$ cat config.mk
export PLATFORM = sky130hd
export DESIGN_NAME = uart_rx_word
export DESIGN_NICKNAME = d
export VERILOG_FILES = /design/src/rtl/uart_rx_word.sv
export SDC_FILE = /design/constraint.sdc
export NUM_CORES = 1
export LEC_CHECK = 0
export BUFFER_PORTS_ARGS = -buffer_cell sky130_fd_sc_hd__buf_2
export CAP_MARGIN = 5
export CORE_AREA = 2 2 85 87
export CTS_BUF_LIST = sky130_fd_sc_hd__clkbuf_4 sky130_fd_sc_hd__clkbuf_8
export DETAILED_ROUTE_END_ITERATION = 16
export DIE_AREA = 0 0 87 89
export PLACE_DENSITY = 0.95
export SLEW_MARGIN = 20
export SYNTH_ARGS = -nofsm -noshare
export SYNTH_HDL_FRONTEND = slang
export SYNTH_SLANG_ARGS = --single-unit
$ cat constraint.sdc
create_clock -name clk -period 4.2 [get_ports clk]
set_input_delay 0.42 -clock clk [delete_from_list [all_inputs] [get_ports clk]]
set_output_delay 0.42 -clock clk [all_outputs]
set_load 0.02 [all_outputs]
$ cat src/rtl/uart_rx_word.sv
// 8N1 UART receiver that assembles BYTES bytes (byte 0 = LSB lane) into one word.
// Optional RX_TIMEOUT_EN drops a partial word after TIMEOUT_BITS idle bit-periods.
module uart_rx_word #(
    parameter int CLKS_PER_BIT = 2494,
    parameter int BYTES        = 4,
    parameter int TIMEOUT_BITS = 40
) (
    input  logic                 clk,
    input  logic                 rst,
    input  logic                 rx_in,
    output logic [8*BYTES-1:0]   data_out,
    output logic                 data_valid,
    output logic                 frame_err,
    output logic                 busy,
    output logic [2:0]           byte_cnt
);

    localparam logic [12:0] MID  = 13'((CLKS_PER_BIT - 1) / 2);
    localparam logic [12:0] FULL = 13'(CLKS_PER_BIT - 1);

    typedef enum logic [2:0] {
        IDLE  = 3'd0,
        START = 3'd1,
        DATA  = 3'd2,
        STOP  = 3'd3,
        DONE  = 3'd4
    } state_t;

    state_t               state;
    logic                 sync_p0;
    logic                 sync_p1;
    logic                 line;
    logic [12:0]          timer;
    logic [2:0]           bit_idx;
    logic [7:0]           shreg;
    logic [3:0]           cnt;
    logic [8*BYTES-1:0]   staging;

`ifdef RX_TIMEOUT_EN
    localparam int             TO_LIMIT = TIMEOUT_BITS * CLKS_PER_BIT;
    localparam int             TO_W     = $clog2(TO_LIMIT);
    localparam logic [TO_W-1:0] TO_LAST = TO_W'(TO_LIMIT - 1);
    logic [TO_W-1:0]           to_cnt;
`endif

    assign line     = sync_p1;
    assign byte_cnt = cnt[2:0];
    assign busy     = (state != IDLE) || (cnt != 4'd0);

    always_ff @(posedge clk or negedge rst) begin
        if (!rst) begin
            sync_p0    <= 1'b1;
            sync_p1    <= 1'b1;
            state      <= IDLE;
            timer      <= '0;
            bit_idx    <= '0;
            shreg      <= '0;
            cnt        <= '0;
            staging    <= '0;
            data_out   <= '0;
            data_valid <= 1'b0;
            frame_err  <= 1'b0;
`ifdef RX_TIMEOUT_EN
            to_cnt     <= '0;
`endif
        end else begin
            // Stage p0/p1: two-flop synchronizer on the asynchronous line
            sync_p0    <= rx_in;
            sync_p1    <= sync_p0;
            data_valid <= 1'b0;
            frame_err  <= 1'b0;
`ifdef RX_TIMEOUT_EN
            to_cnt     <= '0;
`endif
            case (state)
                IDLE: begin
                    timer   <= '0;
                    bit_idx <= '0;
                    if (!line) begin
                        state <= START;
`ifdef RX_TIMEOUT_EN
                    end else if (cnt != 4'd0) begin
                        // A start edge takes priority; the timeout only runs on an idle line
                        if (to_cnt == TO_LAST) begin
                            cnt     <= '0;
                            staging <= '0;
                        end else begin
                            to_cnt <= to_cnt + 1'b1;
                        end
`endif
                    end
                end

                START: begin
                    if (timer == MID) begin
                        timer <= '0;
                        state <= line ? IDLE : DATA;
                    end else begin
                        timer <= timer + 13'd1;
                    end
                end

                DATA: begin
                    if (timer == FULL) begin
                        timer   <= '0;
                        shreg   <= {line, shreg[7:1]};
                        bit_idx <= bit_idx + 3'd1;
                        if (bit_idx == 3'd7) begin
                            state <= STOP;
                        end
                    end else begin
                        timer <= timer + 13'd1;
                    end
                end

                STOP: begin
                    if (timer == FULL) begin
                        timer <= '0;
                        if (line) begin
                            for (int k = 0; k < BYTES; k++) begin
                                if (cnt == 4'(k)) begin
                                    staging[8*k +: 8] <= shreg;
                                end
                            end
                            cnt   <= cnt + 4'd1;
                            state <= ((cnt + 4'd1) == 4'(BYTES)) ? DONE : IDLE;
                        end else begin
                            // Bad stop bit poisons the whole word, not just this byte
                            frame_err <= 1'b1;
                            cnt       <= '0;
                            staging   <= '0;
                            state     <= IDLE;
                        end
                    end else begin
                        timer <= timer + 13'd1;
                    end
                end

                DONE: begin
                    data_out   <= staging;
                    data_valid <= 1'b1;
                    cnt        <= '0;
                    timer      <= '0;
                    state      <= IDLE;
                end

                default: begin
                    timer <= '0;
                    state <= IDLE;
                end
            endcase
        end
    end

endmodule

==> qor.yml, run 1 <==
timing:
  min_period_ns: 2.54
  fmaxAchievable_mhz: 393
  drv_slew: 0
  worst_slew_pin_slew_ns: 1.02
  worst_slack_ns: 1.66
  tns_ns: 0
  rsz0062_at_grt: "no"
  hold_viol: 0
  relSlewSlack: 0.315
  setup_viol: 0
  finClkSkew_ns: 0.0226
  period_share: 0.605
cts:
  path_clk_slew_ns: 0.10
  cts_tree: "yes"
  htree_levels: 3
  cts_buffers: 9
  clkSinkCount: 99
  cts_hold_buf: 0
  clockRootBuffer: "clkbuf_8"
  clk_latency_ns: 0.37
  clock_path_buffers: 2
  post_cts_resized: 0
  post-cts-setup-buffers: 0
logic_synthesis:
  syn-cell-area_um2: 4420
  ys.flop_type: "dfrtp_1"
  synth-simple-area-share: 0.171
  synth_top_family_by_area: "simple AND/OR/NAND/NOR gates"
  synth_edf_count: 0
  synth_xor_area_frac: 0.0257
  avgSynthCellArea_um2: 11.9
  ys_warn_count: 0
  syn_inst: 372
  synthArstFlopShare: 1.00
  synth-adder-area-share: 0.0283
  synth_cell_types: 43
  synth_compound_gate_area_share: 0.0232
  ys_ff_latch: 99
  muxShareOfSynthArea: 0.156
  ys_seq_area_frac: 0.561
  synth_fp_nets: 385
die:
  pin_count: 41
  die_area_um2: 7740
  die_y_um: 89
  initial_core_util: 0.658
  die_x_um: 87
  core_area_um2: 6720
  rows: 30
critical_path:
  critPathRequiredTime_ns: 4.43
  crit_type: "flip-flop to flip-flop"
  worst_setup_path_start_kind: "flip-flop"
  timing.rr.start: "state[1]"
  r2r_slack_ns: 1.66
  cp_max_fo: 24
  rr_endpoint: "staging[20]"
  reg2reg_depth: 4
  worstPathArrival_ns: 2.78
  cp-end-kind: "flip-flop"
drt:
  drcViolationCount: 0
  via_per_inst: 6.13
  ant_nets: 0
  routed_wl_um: 8890
  vias: 2993
  routedWlPerCell_um: 18.2
  first_iter_violations: 356
  first_pass_iters: 5
final_layout:
  layout.nets: 416
  diodes: 0
  fin_cells: 488
  drive_above_1_share: 0.275
  synthToLayoutAreaGrowth_pct: 9.25
global_routing:
  track_usage: 0.251
  grt_pass1_vias: 2905
  overflow: 0
  antenna_found_initial: 0
  grt_pass1_wl_um: 14700
  grt_max_degree: 60
power:
  power.total_mw: 1.62
  power.density_nw_per_um2: 335
  max-vdd-ir-drop_v: 0.000298
  p_leak_nw: 2.40
placement:
  post-dp-hpwl_um: 5820
  dp.cells: 472
  gp_congestion: 0.813
  port-buffer-count: 40
  pre_cts_ws_ns: 1.80
run:
  drv_cap: 0
min_path:
  hold_path.class: "input port to async pin"
run_status:
  outcome: "finished clean"
==> cell families (layout without fill, tap and decap cells) <==
| kind of cell | after synthesis | after routing |
|---|---|---|
| AND/OR/NAND/NOR | 141 | 141 |
| flip-flops | 99 | 99 |
| multiplexers | 64 | 64 |
| buffers and inverters | 30 | 66 |
| AO/OA/AOI/OAI | 15 | 15 |
| XOR/XNOR | 13 | 13 |
| adder cells (fa/ha/maj) | 10 | 10 |
==> power breakdown <==
| part | total (mW) | internal (mW) | switching (mW) |
|---|---|---|---|
| logic | 0.0196 | 0.00191 | 0.0177 |
| clock network | 0.640 | 0.286 | 0.354 |
| registers | 0.958 | 0.954 | 0.00403 |
| total | 1.62 | 1.24 | 0.376 |
==> state kept, by name (all words and copies together) (netlist names) <==
register / flops
timer: 13
sync_p0: 1
state: 3
line: 1
data_out: 32
cnt: 4
staging: 32
frame_err: 1
shreg: 8
data_valid: 1
bit_idx: 3
==> how the worst max path moves through the flow <==
stage,slack [ns],depth (start not counted),startpoint,end
4_1_cts,1.65,4,state[1],staging[20]
3_3_place_gp,1.93,6,timer[1],staging[1]
5_1_grt,1.50,4,state[1],staging[31]
2_1_floorplan,2.39,7,timer[0],timer[10]
6_report,1.66,4,state[1],staging[20]
3_5_place_dp,1.80,4,state[1],staging[27]
==> metal layers <==
| layer | vias up | track usage | part of all wire |
|---|---|---|---|
| met5 | - | 0 | 0 |
| met4 | 0 | 0.0824 | 0.021 |
| met3 | 18 | 0.0443 | 0.050 |
| met2 | 119 | 0.407 | 0.50 |
| met1 | 1507 | 0.349 | 0.43 |
| li1 | 1349 | - | - |
==> per-stage QoR <==
step | instance area, um^2 | utilization | hold WS (ns)
after global placement | 4620 | 0.688 | 0.355
after CTS | 4830 | 0.719 | 0.124
final | 4830 | 0.719 | 0.0953
after global routing | 4830 | 0.719 | 0.137
after detailed placement | 4620 | 0.688 | 0.347
after floorplan | 4420 | - | 0.124
==> placed cells by master (no fill, tap or decap), drive strengths merged, types with 3 or more instances in the layout <==
cell type,synthesis,final
mux2i,24,24
xnor2,9,9
nor4,3,3
inv,8,11
a21oi,4,4
clkbuf,9,9
nand2,49,49
a31oi,4,4
and3,4,4
nand4,8,8
mux2,40,40
dfrtp,97,97
or3,7,7
nor3,5,5
buf,13,42
nand3,32,32
nor2,21,21
ha,10,10
xor2,4,4
==> area by class of cell <==
type                    count  area [um^2]
inverters                   8         30.0
fillers                   430         1890
well taps                  80          100
multi-input cells         243         1800
flip-flops and latches     99         2480
clock inverters             7         85.1
repair buffers             42          218
clock buffers               9          124
==> cells in the mapped netlist (7+ instances only) <==
library cell,instances,area share
mux2i_1,24,0.054
mux2_2,40,0.10
nand2_1,48,0.041
ha_1,10,0.028
nor2_1,21,0.018
clkbuf_1,9,0.0076
xnor2_1,9,0.018
nand4_1,8,0.011
nand3_1,31,0.035
or3_1,7,0.0099
dfrtp_1,97,0.55
inv_1,8,0.0068
==> worst max-delay path: stages, from the launching register on <==
cell,delay (ns)
dfrtp_1,0.63
nor4bb_1,0.46
nand4_1,0.87
nand2_1,0.33
mux2i_1,0.12
Note: power is estimated with default switching activity, not from simulation.
==> inputs of run 2 (changes only) <==
- ABC_AREA: not set -> 1
- CORE_AREA: 2 2 85 87 -> 2 2 90 92
- DIE_AREA: 0 0 87 89 -> 0 0 92 94
- PLACE_DENSITY: 0.95 -> 0.91
- clock period: 4.2 -> 2.4 ns (I/O delays scaled with it)
==> qor.yml, run 2 <==
run_status:
  outcome: "finished clean"
cts:
  path_clk_slew_ns: 0.09
  clk_latency_ns: 0.38
  cts_buffers: 9
  cts_tree: "yes"
  clkSinkCount: 99
  clock_path_buffers: 2
  clockRootBuffer: "clkbuf_8"
  post_cts_resized: 0
  htree_levels: 3
power:
  power.total_mw: 2.82
  power.density_nw_per_um2: 559
  max-vdd-ir-drop_v: 0.000293
  p_leak_nw: 2.84
global_routing:
  antenna_found_initial: 0
  grt_pass1_wl_um: 15700
  grt_pass1_vias: 3540
  grt_max_degree: 53
  track_usage: 0.231
  overflow: 0
logic_synthesis:
  syn_inst: 535
  avgSynthCellArea_um2: 8.50
  ys_warn_count: 0
  yosysMostFrequentCell: "nand2_1"
  syn-cell-area_um2: 4550
  ys_seq_area_frac: 0.545
  synth_edf_count: 0
  ys.flop_type: "dfrtp_1"
  netlist.area_leader.share: 0.534
  yosysTopAreaCell: "dfrtp_1"
  synthArstFlopShare: 1.00
  synth_cell_types: 25
  synth_fp_nets: 548
  ys_top_cells_by_count: "nand2_1 (253), dfrtp_1 (97), nor2_1 (44), inv_1 (31), nand3_1 (17)"
  synth_area_leaders: "dfrtp_1 (53%), nand2_1 (21%), nor2_1 (3.6%)"
  ys_ff_latch: 99
drt:
  routedWlPerCell_um: 13.4
  ant_nets: 0
  via_per_inst: 5.16
  drcViolationCount: 0
  vias: 3516
  first_pass_iters: 5
  first_iter_violations: 237
  routed_wl_um: 9110
die:
  core_area_um2: 7610
  die_area_um2: 8650
  die_x_um: 92
  die_y_um: 94
  pin_count: 41
  initial_core_util: 0.598
  rows: 32
timing:
  hold_viol: 0
  setup_viol: 0
  fmaxAchievable_mhz: 535
  worst_slack_ns: 0.532
  rsz0062_at_grt: "no"
  drv_slew: 0
  finClkSkew_ns: 0.0152
  holdWs_ns: 0.360
  min_period_ns: 1.87
  relSlewSlack: 0.370
  tns_ns: 0
  worst_slew_pin_slew_ns: 0.939
  period_share: 0.778
placement:
  port-buffer-count: 40
  place_area_um2: 4820
  gp_congestion: 0.885
  pre_cts_ws_ns: 0.557
  post-dp-hpwl_um: 6350
critical_path:
  cp-end-kind: "flip-flop"
  reg2reg_depth: 5
  critPathRequiredTime_ns: 2.66
  cp_max_fo: 34
  worstPathArrival_ns: 2.13
  crit_type: "flip-flop to flip-flop"
  worst_setup_path_start_kind: "flip-flop"
final_layout:
  layout.nets: 588
  stdcell_area_um2: 5050
  diodes: 0
  final_common_cell: "nand2_1"
  drive_above_1_share: 0.150
  synthToLayoutAreaGrowth_pct: 11.1
  final_cell_mix: "nand2_1 (253), dfrtp_1 (97), nor2_1 (44)"
  reg_top3: "data_out x32, staging x32, timer x13"
run:
  drv_cap: 0
min_path:
  hold_path_depth: 0
  hold_path.class: "flip-flop to flip-flop"
[run 2: cell type report]
type	instances	area, um^2
multi-input cells	383	1840
well taps	102	128
fillers	598	2550
repair buffers	44	250
inverters	38	143
clock inverters	7	87.6
flip-flops and latches	99	2480
clock buffers	9	124
[run 2: worst max-delay path: stages (launching register included)]
cell,delay [ns]
dfrtp_1,0.44
nor2_1,0.12
nand2_1,0.10
clkinv_1,0.74
nand2_1,0.28
nand2_1,0.08
[run 2: cell families (layout without fill, tap and decap cells)]
family,Yosys count,after routing,share of synthesized area
buffers and inverters,53,98,0.0503
xor gates and xnor gates,11,11,0.0212
DFF,99,99,0.545
and+or+nand+nor,358,358,0.351
AOI/OAI and AO/OA,4,4,0.00440
adders and majority gates,10,10,0.0275
[run 2: routing by layer]
layer	vias to the layer above	part of all wire	track usage
met5	-	0	0
met4	0	0.027	0.104
met3	22	0.049	0.0409
met2	112	0.51	0.402
met1	1660	0.42	0.282
li1	1722	-	-
[run 2: per-stage QoR]
| step | cells | util |
|---|---|---|
| after floorplan | 535 | - |
| after global placement | 664 | 0.634 |
| after detailed placement | 664 | 0.634 |
| after CTS | 682 | 0.664 |
| after global routing | 682 | 0.664 |
| final | 682 | 0.664 |
[run 2: report_power, final]
group	switching (mW)	leakage, nW	internal, mW
combinational	0.0342	1.38	0.00815
clock	0.610	0.0988	0.497
sequential	0.00523	1.36	1.67
[run 2: repair_timing]
action                                  4_1_cts  5_1_grt
hold buffers                                  2        0
setup buffers                                 0        0
endpoints found under the hold margin        46        0
endpoints found under the setup margin        0        0
[run 2: final timing paths]
check / start / end / slack (ns)
setup / recovery: state[1] / data_out[0] / 0.53
hold / removal: sync_p0 / line / 0.36
setup reg to reg: state[1] / data_out[0] / 0.53
hold reg to reg: sync_p0 / line / 0.36
max in group asynchronous: rst / data_out[16] / 1.32
min in group asynchronous: rst / data_out[30] / 0.41
==> inputs of run 3 (changes only) <==
- clock period: 2.4 -> 1.95 ns (I/O delays scaled with it)
==> qor.yml, run 3 (synthesis gave the netlist of run 2 again) <==
cts:
  clockRootBuffer: "clkbuf_8"
  post_cts_resized: 0
  clk_latency_ns: 0.38
  cts_tree: "yes"
  htree_levels: 3
  clkSinkCount: 99
  path_clk_slew_ns: 0.11
  clock_path_buffers: 2
  cts_buffers: 9
drt:
  drcViolationCount: 0
  first_pass_iters: 5
  routedWlPerCell_um: 13.5
  vias: 3627
  first_iter_violations: 305
  via_per_inst: 5.29
  routed_wl_um: 9260
  ant_nets: 0
die:
  die_y_um: 94
  initial_core_util: 0.598
  pin_count: 41
  core_area_um2: 7610
  die_area_um2: 8650
  die_x_um: 92
  rows: 32
final_layout:
  final_cell_mix: "nand2_1 (253), dfrtp_1 (97), nor2_1 (44)"
  fillers: 606
  drive_above_1_share: 0.154
  reg_top3: "data_out x32, staging x32, timer x13"
  stdcell_area_um2: 5070
  final_common_cell: "nand2_1"
  diodes: 0
  synthToLayoutAreaGrowth_pct: 11.5
  layout.nets: 591
critical_path:
  cp_max_fo: 7
  crit_type: "flip-flop to primary output"
  worst_setup_path_start_kind: "flip-flop"
  cp-end-kind: "primary output"
  worstPathArrival_ns: 1.56
  critPathRequiredTime_ns: 1.75
global_routing:
  grt_pass1_vias: 3552
  antenna_found_initial: 0
  overflow: 0
  grt_max_degree: 63
  track_usage: 0.240
  grt_pass1_wl_um: 16200
timing:
  min_period_ns: 1.75
  rsz0062_at_grt: "no"
  tns_ns: 0
  period_share: 0.898
  hold_viol: 0
  relSlewSlack: 0.723
  finClkSkew_ns: 0.0152
  worst_slew_pin_slew_ns: 0.414
  drv_slew: 0
  setup_viol: 0
  holdWs_ns: 0.208
  fmaxAchievable_mhz: 571
placement:
  post-dp-hpwl_um: 6510
  place_area_um2: 4840
  port-buffer-count: 40
  gp_congestion: 0.892
power:
  power.density_nw_per_um2: 686
  p_leak_nw: 2.85
  power.total_mw: 3.48
  max-vdd-ir-drop_v: 0.000385
min_path:
  hold_path.class: "input port to async pin"
run:
  drv_cap: 0
run_status:
  outcome: "finished clean"
-- run 3: cell count changes in the layout (fill, tap and decap cells not counted), sizes merged --
| cell | change |
|---|---|
| buf | +3 |
| clkinv | -1 |
| inv | +1 |
-- run 3: path summary, 6_finish.rpt --
| path | endpoint | from | depth (start not counted) | slack (ns) |
|---|---|---|---|---|
| min reg2reg | line | sync_p0 | 0 | 0.36 |
| max in group asynchronous | sync_p0 | rst | 3 | 1.10 |
| max reg2reg | shreg[5] | timer[1] | 8 | 0.20 |
| min in group clk | line | sync_p0 | 0 | 0.36 |
| min | data_out[9] | rst | 2 | 0.21 |
| max | busy | cnt[0] | 4 | 0.20 |
-- run 3: timing repair --
action	4_1_cts	5_1_grt
endpoints found under the setup margin	0	0
setup buffers	0	0
hold endpoints to repair	17	0
hold buffers	2	0
-- run 3: through the flow --
stage                     setup slack, ns  utilization  instances
after global placement              0.335        0.637        667
after global routing               0.0603        0.667        685
after detailed placement            0.249        0.637        667
after CTS                           0.200        0.667        685
final                               0.199        0.667        685
after floorplan                     0.470            -        535
-- run 3: power by group --
| part | leakage [nW] | switching, mW | internal [mW] | total, mW |
|---|---|---|---|---|
| Clock | 0.0995 | 0.751 | 0.614 | 1.37 |
| Sequential | 1.36 | 0.00617 | 2.06 | 2.06 |
| Combinational | 1.39 | 0.0422 | 0.0114 | 0.0536 |
-- run 3: critical path, stage by stage, from the launching register on --
cell and delay (ns):
dfrtp_1 0.51, inv_1 0.13, ha_1 0.24, nand4_1 0.12, buf_2 0.18
-- run 3: final cells by class --
| type | instances | area (um^2) | share of cell area |
|---|---|---|---|
| multi-input cells | 383 | 1840 | 0.363 |
| well taps | 102 | 128 | 0.0252 |
| inverters | 38 | 143 | 0.0281 |
| repair buffers | 47 | 273 | 0.0538 |
| clock buffers | 9 | 124 | 0.0244 |
| flip-flops and latches | 99 | 2480 | 0.489 |
| clock inverters | 7 | 85.1 | 0.0168 |
-- run 3: per-layer routing --
metal	GRT usage	part of all wire
met5	0	0
met1	0.295	0.42
met2	0.423	0.51
met3	0.0457	0.047
met4	0.0883	0.020
